--- src/rtl/bitcoin_pkg.sv ---
// Shared types and constants for the nonce-sweep result reader.
// Defines the reader state encoding, the default sweep size and the result record layout.
package bitcoin_pkg;

  localparam int NUM_NONCES_DEF = 16;
  localparam int IDX_W_DEF      = 8;

  // Word offsets of the result record, relative to result_addr
  localparam logic [15:0] RES_FOUND = 16'd0;
  localparam logic [15:0] RES_NONCE = 16'd1;
  localparam logic [15:0] RES_MIN   = 16'd2;
  localparam logic [15:0] RES_HITS  = 16'd3;

  typedef enum logic [2:0] {
    IDLE = 3'd0,
    READ = 3'd1,
    WR0  = 3'd2,
    WR1  = 3'd3,
    WR2  = 3'd4,
    WR3  = 3'd5,
    DONE = 3'd6
  } state_e;

  function automatic logic word_hits(input logic [31:0] w, input logic [31:0] t);
    return (w < t);
  endfunction

endpackage

--- src/rtl/nonce_result_reader_if.sv ---
// Memory port bundle shared by the hasher and the result reader.
interface nonce_result_reader_if;
  logic        mem_clk;
  logic        mem_we;
  logic [15:0] mem_addr;
  logic [31:0] mem_write_data;
  logic [31:0] mem_read_data;

  modport master (output mem_clk, output mem_we, output mem_addr, output mem_write_data,
                  input  mem_read_data);
  modport slave  (input  mem_clk, input  mem_we, input  mem_addr, input  mem_write_data,
                  output mem_read_data);
endinterface

--- src/rtl/nonce_min_tracker.sv ---
// Running minimum, its index, the hit flag and (with NONCE_HIT_COUNT_EN) a hit counter.
module nonce_min_tracker
  import bitcoin_pkg::*;
#(
  parameter int IDX_W = IDX_W_DEF
) (
  input  logic             clk,
  input  logic             reset_n,
  input  logic             clear_i,
  input  logic             cap_valid_i,
  input  logic [31:0]      word_i,
  input  logic [31:0]      target_i,
  input  logic [IDX_W-1:0] idx_i,
`ifdef NONCE_HIT_COUNT_EN
  output logic [IDX_W:0]   hits_o,
`endif
  output logic             found_o,
  output logic [IDX_W-1:0] best_o,
  output logic [31:0]      min_o
);

  logic             found_q;
  logic [IDX_W-1:0] best_q;
  logic [31:0]      min_q;

  // Strict less-than on the minimum keeps the lowest index on ties
  always_ff @(posedge clk or negedge reset_n) begin
    if (!reset_n) begin
      found_q <= 1'b0;
      best_q  <= {IDX_W{1'b0}};
      min_q   <= 32'hFFFF_FFFF;
    end else if (clear_i) begin
      found_q <= 1'b0;
      best_q  <= {IDX_W{1'b0}};
      min_q   <= 32'hFFFF_FFFF;
    end else if (cap_valid_i) begin
      if (word_hits(word_i, target_i)) begin
        found_q <= 1'b1;
      end
      if (word_i < min_q) begin
        min_q  <= word_i;
        best_q <= idx_i;
      end
    end
  end

`ifdef NONCE_HIT_COUNT_EN
  logic [IDX_W:0] hits_q;

  always_ff @(posedge clk or negedge reset_n) begin
    if (!reset_n) begin
      hits_q <= {(IDX_W+1){1'b0}};
    end else if (clear_i) begin
      hits_q <= {(IDX_W+1){1'b0}};
    end else if (cap_valid_i && word_hits(word_i, target_i)) begin
      hits_q <= hits_q + {{IDX_W{1'b0}}, 1'b1};
    end
  end

  assign hits_o = hits_q;
`endif

  assign found_o = found_q;
  assign best_o  = best_q;
  assign min_o   = min_q;

endmodule

--- src/rtl/nonce_result_reader.sv ---
// Reads NUM_NONCES hash words, tracks hits and the minimum, writes a result record, then signals done.
// Optional NONCE_HIT_COUNT_EN adds a hit count word at result_addr+3.
module nonce_result_reader
  import bitcoin_pkg::*;
#(
  parameter int NUM_NONCES = NUM_NONCES_DEF,
  parameter int IDX_W      = IDX_W_DEF
) (
  input  logic                   clk,
  input  logic                   reset_n,
  input  logic                   start,
  input  logic [15:0]            hash_addr,
  input  logic [15:0]            result_addr,
  input  logic [31:0]            target,
  output logic                   done,
  output logic                   found,
  output logic [IDX_W-1:0]       best_nonce,
  nonce_result_reader_if.master  mem
);

  localparam logic [IDX_W:0] N_CNT    = (IDX_W+1)'(NUM_NONCES);
  localparam logic [IDX_W:0] LAST_IDX = (IDX_W+1)'(NUM_NONCES - 1);

  state_e         state_q, state_d;
  logic [IDX_W:0] rd_cnt_q, rd_cnt_d;
  logic [IDX_W:0] cap_cnt_q, cap_cnt_d;
  logic           cap_en_q, cap_en_d;
  logic [31:0]    target_q, target_d;
  logic           mem_we_q, mem_we_d;
  logic [15:0]    mem_addr_q, mem_addr_d;
  logic [31:0]    mem_wdata_q, mem_wdata_d;
  logic           done_q, done_d;

  logic             clear_s;
  logic             cap_valid_s;
  logic             found_s;
  logic [IDX_W-1:0] best_s;
  logic [31:0]      min_s;
`ifdef NONCE_HIT_COUNT_EN
  logic [IDX_W:0]   hits_s;
`endif

  nonce_min_tracker #(.IDX_W(IDX_W)) u_tracker (
    .clk         (clk),
    .reset_n     (reset_n),
    .clear_i     (clear_s),
    .cap_valid_i (cap_valid_s),
    .word_i      (mem.mem_read_data),
    .target_i    (target_q),
    .idx_i       (cap_cnt_q[IDX_W-1:0]),
`ifdef NONCE_HIT_COUNT_EN
    .hits_o      (hits_s),
`endif
    .found_o     (found_s),
    .best_o      (best_s),
    .min_o       (min_s)
  );

  // State and datapath registers; mem_we clears asynchronously with reset
  always_ff @(posedge clk or negedge reset_n) begin
    if (!reset_n) begin
      state_q     <= IDLE;
      rd_cnt_q    <= {(IDX_W+1){1'b0}};
      cap_cnt_q   <= {(IDX_W+1){1'b0}};
      cap_en_q    <= 1'b0;
      target_q    <= 32'h0000_0000;
      mem_we_q    <= 1'b0;
      mem_addr_q  <= 16'h0000;
      mem_wdata_q <= 32'h0000_0000;
      done_q      <= 1'b0;
    end else begin
      state_q     <= state_d;
      rd_cnt_q    <= rd_cnt_d;
      cap_cnt_q   <= cap_cnt_d;
      cap_en_q    <= cap_en_d;
      target_q    <= target_d;
      mem_we_q    <= mem_we_d;
      mem_addr_q  <= mem_addr_d;
      mem_wdata_q <= mem_wdata_d;
      done_q      <= done_d;
    end
  end

  // Next-state: pipelined address issue, delayed capture, then the record write burst
  always_comb begin
    state_d     = state_q;
    rd_cnt_d    = rd_cnt_q;
    cap_cnt_d   = cap_cnt_q;
    cap_en_d    = cap_en_q;
    target_d    = target_q;
    mem_we_d    = mem_we_q;
    mem_addr_d  = mem_addr_q;
    mem_wdata_d = mem_wdata_q;
    done_d      = done_q;
    clear_s     = 1'b0;
    cap_valid_s = 1'b0;

    case (state_q)
      IDLE, DONE: begin
        mem_we_d = 1'b0;
        if (start) begin
          target_d   = target;
          mem_addr_d = hash_addr;
          rd_cnt_d   = {{IDX_W{1'b0}}, 1'b1};
          cap_cnt_d  = {(IDX_W+1){1'b0}};
          cap_en_d   = 1'b0;
          clear_s    = 1'b1;
          done_d     = 1'b0;
          state_d    = READ;
        end else begin
          done_d = (state_q == DONE);
        end
      end
      READ: begin
        if (rd_cnt_q < N_CNT) begin
          mem_addr_d = hash_addr + 16'(rd_cnt_q);
          rd_cnt_d   = rd_cnt_q + {{IDX_W{1'b0}}, 1'b1};
        end else begin
          rd_cnt_d = rd_cnt_q;
        end
        // Data for the first address only arrives on the second READ edge
        cap_en_d = 1'b1;
        if (cap_en_q) begin
          cap_valid_s = 1'b1;
          cap_cnt_d   = cap_cnt_q + {{IDX_W{1'b0}}, 1'b1};
          if (cap_cnt_q == LAST_IDX) begin
            state_d = WR0;
          end else begin
            state_d = READ;
          end
        end else begin
          cap_valid_s = 1'b0;
        end
      end
      WR0: begin
        mem_we_d    = 1'b1;
        mem_addr_d  = result_addr + RES_FOUND;
        mem_wdata_d = {31'b0, found_s};
        state_d     = WR1;
      end
      WR1: begin
        mem_we_d    = 1'b1;
        mem_addr_d  = result_addr + RES_NONCE;
        mem_wdata_d = 32'(best_s);
        state_d     = WR2;
      end
      WR2: begin
        mem_we_d    = 1'b1;
        mem_addr_d  = result_addr + RES_MIN;
        mem_wdata_d = min_s;
`ifdef NONCE_HIT_COUNT_EN
        state_d     = WR3;
`else
        state_d     = DONE;
`endif
      end
`ifdef NONCE_HIT_COUNT_EN
      WR3: begin
        mem_we_d    = 1'b1;
        mem_addr_d  = result_addr + RES_HITS;
        mem_wdata_d = 32'(hits_s);
        state_d     = DONE;
      end
`endif
      default: begin
        mem_we_d = 1'b0;
        done_d   = 1'b0;
        state_d  = IDLE;
      end
    endcase
  end

  assign done               = done_q;
  assign found              = found_s;
  assign best_nonce         = best_s;
  assign mem.mem_clk        = clk;
  assign mem.mem_we         = mem_we_q;
  assign mem.mem_addr       = mem_addr_q;
  assign mem.mem_write_data = mem_wdata_q;

endmodule

--- src/flat_wrapper.sv ---
// flat-port wrapper written by rule: the top's interface ports become plain ports
module nonce_result_reader_flat import bitcoin_pkg::*;
#(
  parameter int NUM_NONCES = NUM_NONCES_DEF,
  parameter int IDX_W      = IDX_W_DEF
)
  (clk, reset_n, start, hash_addr, result_addr, target, done, found, best_nonce, mem_mem_clk, mem_mem_we, mem_mem_addr, mem_mem_write_data, mem_mem_read_data);
  nonce_result_reader_if mem_i ();
  input  logic clk;
  input  logic reset_n;
  input  logic start;
  input  logic [15:0] hash_addr;
  input  logic [15:0] result_addr;
  input  logic [31:0] target;
  output logic done;
  output logic found;
  output logic [IDX_W-1:0] best_nonce;
  output wire logic [$bits(mem_i.mem_clk)-1:0] mem_mem_clk;
  output wire logic [$bits(mem_i.mem_we)-1:0] mem_mem_we;
  output wire logic [$bits(mem_i.mem_addr)-1:0] mem_mem_addr;
  output wire logic [$bits(mem_i.mem_write_data)-1:0] mem_mem_write_data;
  input wire logic [$bits(mem_i.mem_read_data)-1:0] mem_mem_read_data;
  assign mem_mem_clk = mem_i.mem_clk;
  assign mem_mem_we = mem_i.mem_we;
  assign mem_mem_addr = mem_i.mem_addr;
  assign mem_mem_write_data = mem_i.mem_write_data;
  assign mem_i.mem_read_data = mem_mem_read_data;
  nonce_result_reader #(.NUM_NONCES(NUM_NONCES), .IDX_W(IDX_W)) u_core (.clk(clk), .reset_n(reset_n), .start(start), .hash_addr(hash_addr), .result_addr(result_addr), .target(target), .done(done), .found(found), .best_nonce(best_nonce), .mem(mem_i));
endmodule
--- config.mk ---
export PLATFORM = sky130hd
export DESIGN_NAME = nonce_result_reader_flat
export DESIGN_NICKNAME = d
export VERILOG_FILES = /design/src/rtl/bitcoin_pkg.sv /design/src/rtl/nonce_result_reader_if.sv /design/src/rtl/nonce_min_tracker.sv /design/src/rtl/nonce_result_reader.sv /design/src/flat_wrapper.sv
export SDC_FILE = /design/constraint.sdc
export NUM_CORES = 1
export LEC_CHECK = 0
export ABC_AREA = 1
export CAP_MARGIN = 20
export CORE_MARGIN = 2
export CORE_UTILIZATION = 25
export CTS_CLUSTER_DIAMETER = 150
export DETAILED_ROUTE_END_ITERATION = 6
export GPL_TIMING_DRIVEN = 0
export PLACE_DENSITY = 0.55
export REMOVE_ABC_BUFFERS = 1
export SYNTH_ARGS = -nofsm -noshare
export SYNTH_HDL_FRONTEND = slang
export SYNTH_SLANG_ARGS = --single-unit
--- constraint.sdc ---
create_clock -name clk -period 2.8 [get_ports clk]
set_input_delay 0.56 -clock clk [delete_from_list [all_inputs] [get_ports clk]]
set_output_delay 0.56 -clock clk [all_outputs]
set_load 0.005 [all_outputs]
==> flow_summary.json <==
{
  "reg2reg_depth": 12,
  "drv_slew": 0,
  "status": "finished, final reports clean",
  "rows": 69,
  "synth_edf_count": 0,
  "postSynthAreaPerCell_sq_um": 7.726,
  "io_pins": 159,
  "min_from": "u_core.u_tracker.min_o[26]",
  "drt_first_pass_iters": 6,
  "ys_types": 54,
  "r2r_slack_ns": 0.21,
  "clk_latency_ns": 0.55,
  "synth-seq-area-share": 0.4065,
  "fillers": 3800,
  "final_cell_mix": "nand2_1 (313), clkdlybuf4s50_1 (157), inv_1 (136), dfrtp_1 (113), o21ai_0 (96)",
  "final_layout_size_suffix_gt1_frac": 0.1119,
  "crit_path_max_incr_delay_ns": 0.43,
  "worst_pin_slew_ns": 0.6552,
  "drt_iter0_markers": 407,
  "antenna_found_initial": 0,
  "port_buffers": 158,
  "chipHeight_um": 194.0,
  "dp_hpwl_um": 19680,
  "via_per_inst": 4.586,
  "reg2reg_to": "u_core.mem.mem_addr[8]",
  "crit_fanout": 2,
  "initial_core_util": 0.2537,
  "gp_congestion": 0.8571,
  "reg2reg_from": "u_core.state_q[1]",
  "hold_depth": 2,
  "yosysWarnings": 0,
  "final_cells": 1793,
  "post-place-cells": 1753,
  "die_w_um": 194.0,
  "worst_slack_ns": 0.1685,
  "fp.coreArea_sq_um": 35570,
  "synth_seq_cells": 145,
  "skew_ns": 0.01328,
  "syn_area_sq_um": 9024,
  "pwr_density_cell_nw_per_um2": 1138,
  "hold_path_end": "u_core.u_tracker.min_o[26]",
  "vias": 8223,
  "nets": 1494,
  "syn_to_final_growth_pct": 31.88,
  "fin_util": 0.3346,
  "timing_hold_violations_final": 0,
  "post_drt_wl_per_cell_um": 15.33,
  "path_common_cell": "clkbuf_16",
  "pre_cts_ws_ns": -0.9031,
  "grt_overflow_total": 0,
  "cellLeakagePower_nw": 5.630,
  "final_common_cell": "nand2_1",
  "drc_errors": 0,
  "grt_max_degree": 92,
  "maxSlewHeadroom": 0.5627,
  "fin_hold_ws_ns": 0.4614,
  "num_antenna_cells": 0,
  "antenna_left": 0,
  "timing.critical_path.slowest_stage_cell": "clkdlybuf4s50_1",
  "drv_cap": 0,
  "routed_wl_um": 27500,
  "setup_viol": 0,
  "path_cells": "clkbuf_16 > clkbuf_16 > clkdlybuf4s50_1",
  "rsz0062_at_grt": "no",
  "grt_pass1_wl_um": 44480,
  "synth_ff_type": "dfrtp_1",
  "cts_tree": "yes",
  "cp.arrival_ns": 2.07,
  "critPathCaptureType": "output pin",
  "crit_type": "clock port to output pin",
  "critPathRequiredTime_ns": 2.24,
  "worstSetupStartpointType": "clock port",
  "die-area_sq_um": 37630,
  "async_flop_share": 1.000,
  "vdd_ir_drop_max_mv": 0.4563,
  "track_usage": 0.1489,
  "clkTransAtPathRegs_ns": 0.06,
  "synthCells": 1168,
  "hp-class": "register to register",
  "first_global_vias": 8202,
  "setup-tns-final_ns": 0
}
state kept, by name, summed over array words and instances (netlist names), 3 cells and up:
register                   cells
u_core.mem.mem_write_data     32
u_core.target_q               32
u_core.u_tracker.min_o        32
u_core.mem.mem_addr           16
u_core.cap_cnt_q               9
u_core.rd_cnt_q                9
u_core.u_tracker.best_o        8
u_core.state_q                 3
power breakdown:
group | switching, mW | total (mW) | internal [mW] | leakage [nW]
Clock | 1.06 | 2.83 | 1.77 | 0.354
Sequential | 0.468 | 3.68 | 3.21 | 1.79
Combinational | 4.24 | 7.03 | 2.79 | 3.49
Total | 5.77 | 13.5 | 7.77 | 5.63
cells by family after synthesis:
kind of cell | after synthesis | share of synthesized area
xor+xnor | 2 | 0.001942
flops | 145 | 0.4065
fa+ha+maj | 76 | 0.1062
compound gates | 211 | 0.1314
simple gates | 551 | 0.2694
buf+inv | 183 | 0.08444
what timing repair did:
action                                  4_1_cts  5_1_grt
buffers inserted                              0        4
endpoints found under the setup margin       77       24
hold buffers                                  1        0
gates resized for setup                       4        1
pin swaps                                     0        1
endpoints found under the hold margin         2        0
layer usage:
metal,global-route usage,vias to the layer above,wire (um)
li1,-,4123,-
met1,0.1985,3866,13070
met2,0.2405,210,12610
met3,0.03792,24,1492
met4,0.03760,0,325
met5,0,-,0
critical path, delay by kind of cell:
family / cells / cell delay (ns)
buffers and inverters: 3 / 0.68
metrics by stage:
stage	total power, mW	area, sq um
after global routing	14.85	11900
after detailed placement	10.77	11110
after floorplan	7.821	8806
final	13.54	11900
after CTS	13.71	11870
after global placement	10.32	10960
final cells by class:
class | count | area, sq um | share of cell area
multi-input cells | 840 | 4624 | 0.3886
flip-flops and latches | 145 | 3669 | 0.3083
repair buffers | 167 | 1743 | 0.1465
well taps | 461 | 576.8 | 0.04847
inverters | 144 | 550.5 | 0.04626
clock buffers | 23 | 538.0 | 0.04521
clock inverters | 13 | 198.9 | 0.01672
synthesized netlist by cell type (all sizes together) (3+ instances only):
cell | instances | area (sq um)
nor2 | 72 | 302.8
o22ai | 4 | 25.02
buf | 30 | 183.9
o211ai | 15 | 117.6
or2 | 41 | 256.5
o21a | 5 | 37.54
a21boi | 3 | 22.52
a211oi | 3 | 27.52
clkbuf | 9 | 33.78
dfrtp | 113 | 2828
dfstp | 32 | 840.8
o31ai | 3 | 22.52
a21oi | 64 | 324.1
nor3 | 13 | 70.07
nand3 | 83 | 430.4
o21ai | 102 | 514.2
inv | 142 | 535.5
ha | 75 | 938.4
nand2 | 322 | 1234
nand4 | 11 | 68.82
nand3b | 4 | 30.03
worst max path at each step:
stage | start | endpoint | slack (ns) | depth (start not counted)
after detailed placement | mem_mem_read_data[5] | u_core.u_tracker.best_o[2] | -0.90 | 14
after global routing | u_core.state_q[1] | u_core.mem.mem_addr[8] | 0.004 | 12
final | clk | mem_mem_clk | 0.17 | 3
after global placement | reset_n | u_core.mem.mem_write_data[31] | -5.23 | 1
after floorplan | mem_mem_read_data[25] | u_core.u_tracker.best_o[0] | -0.38 | 12
after CTS | u_core.state_q[1] | u_core.mem.mem_write_data[13] | 0.03 | 9
Note: power is estimated with default switching activity, not from simulation.
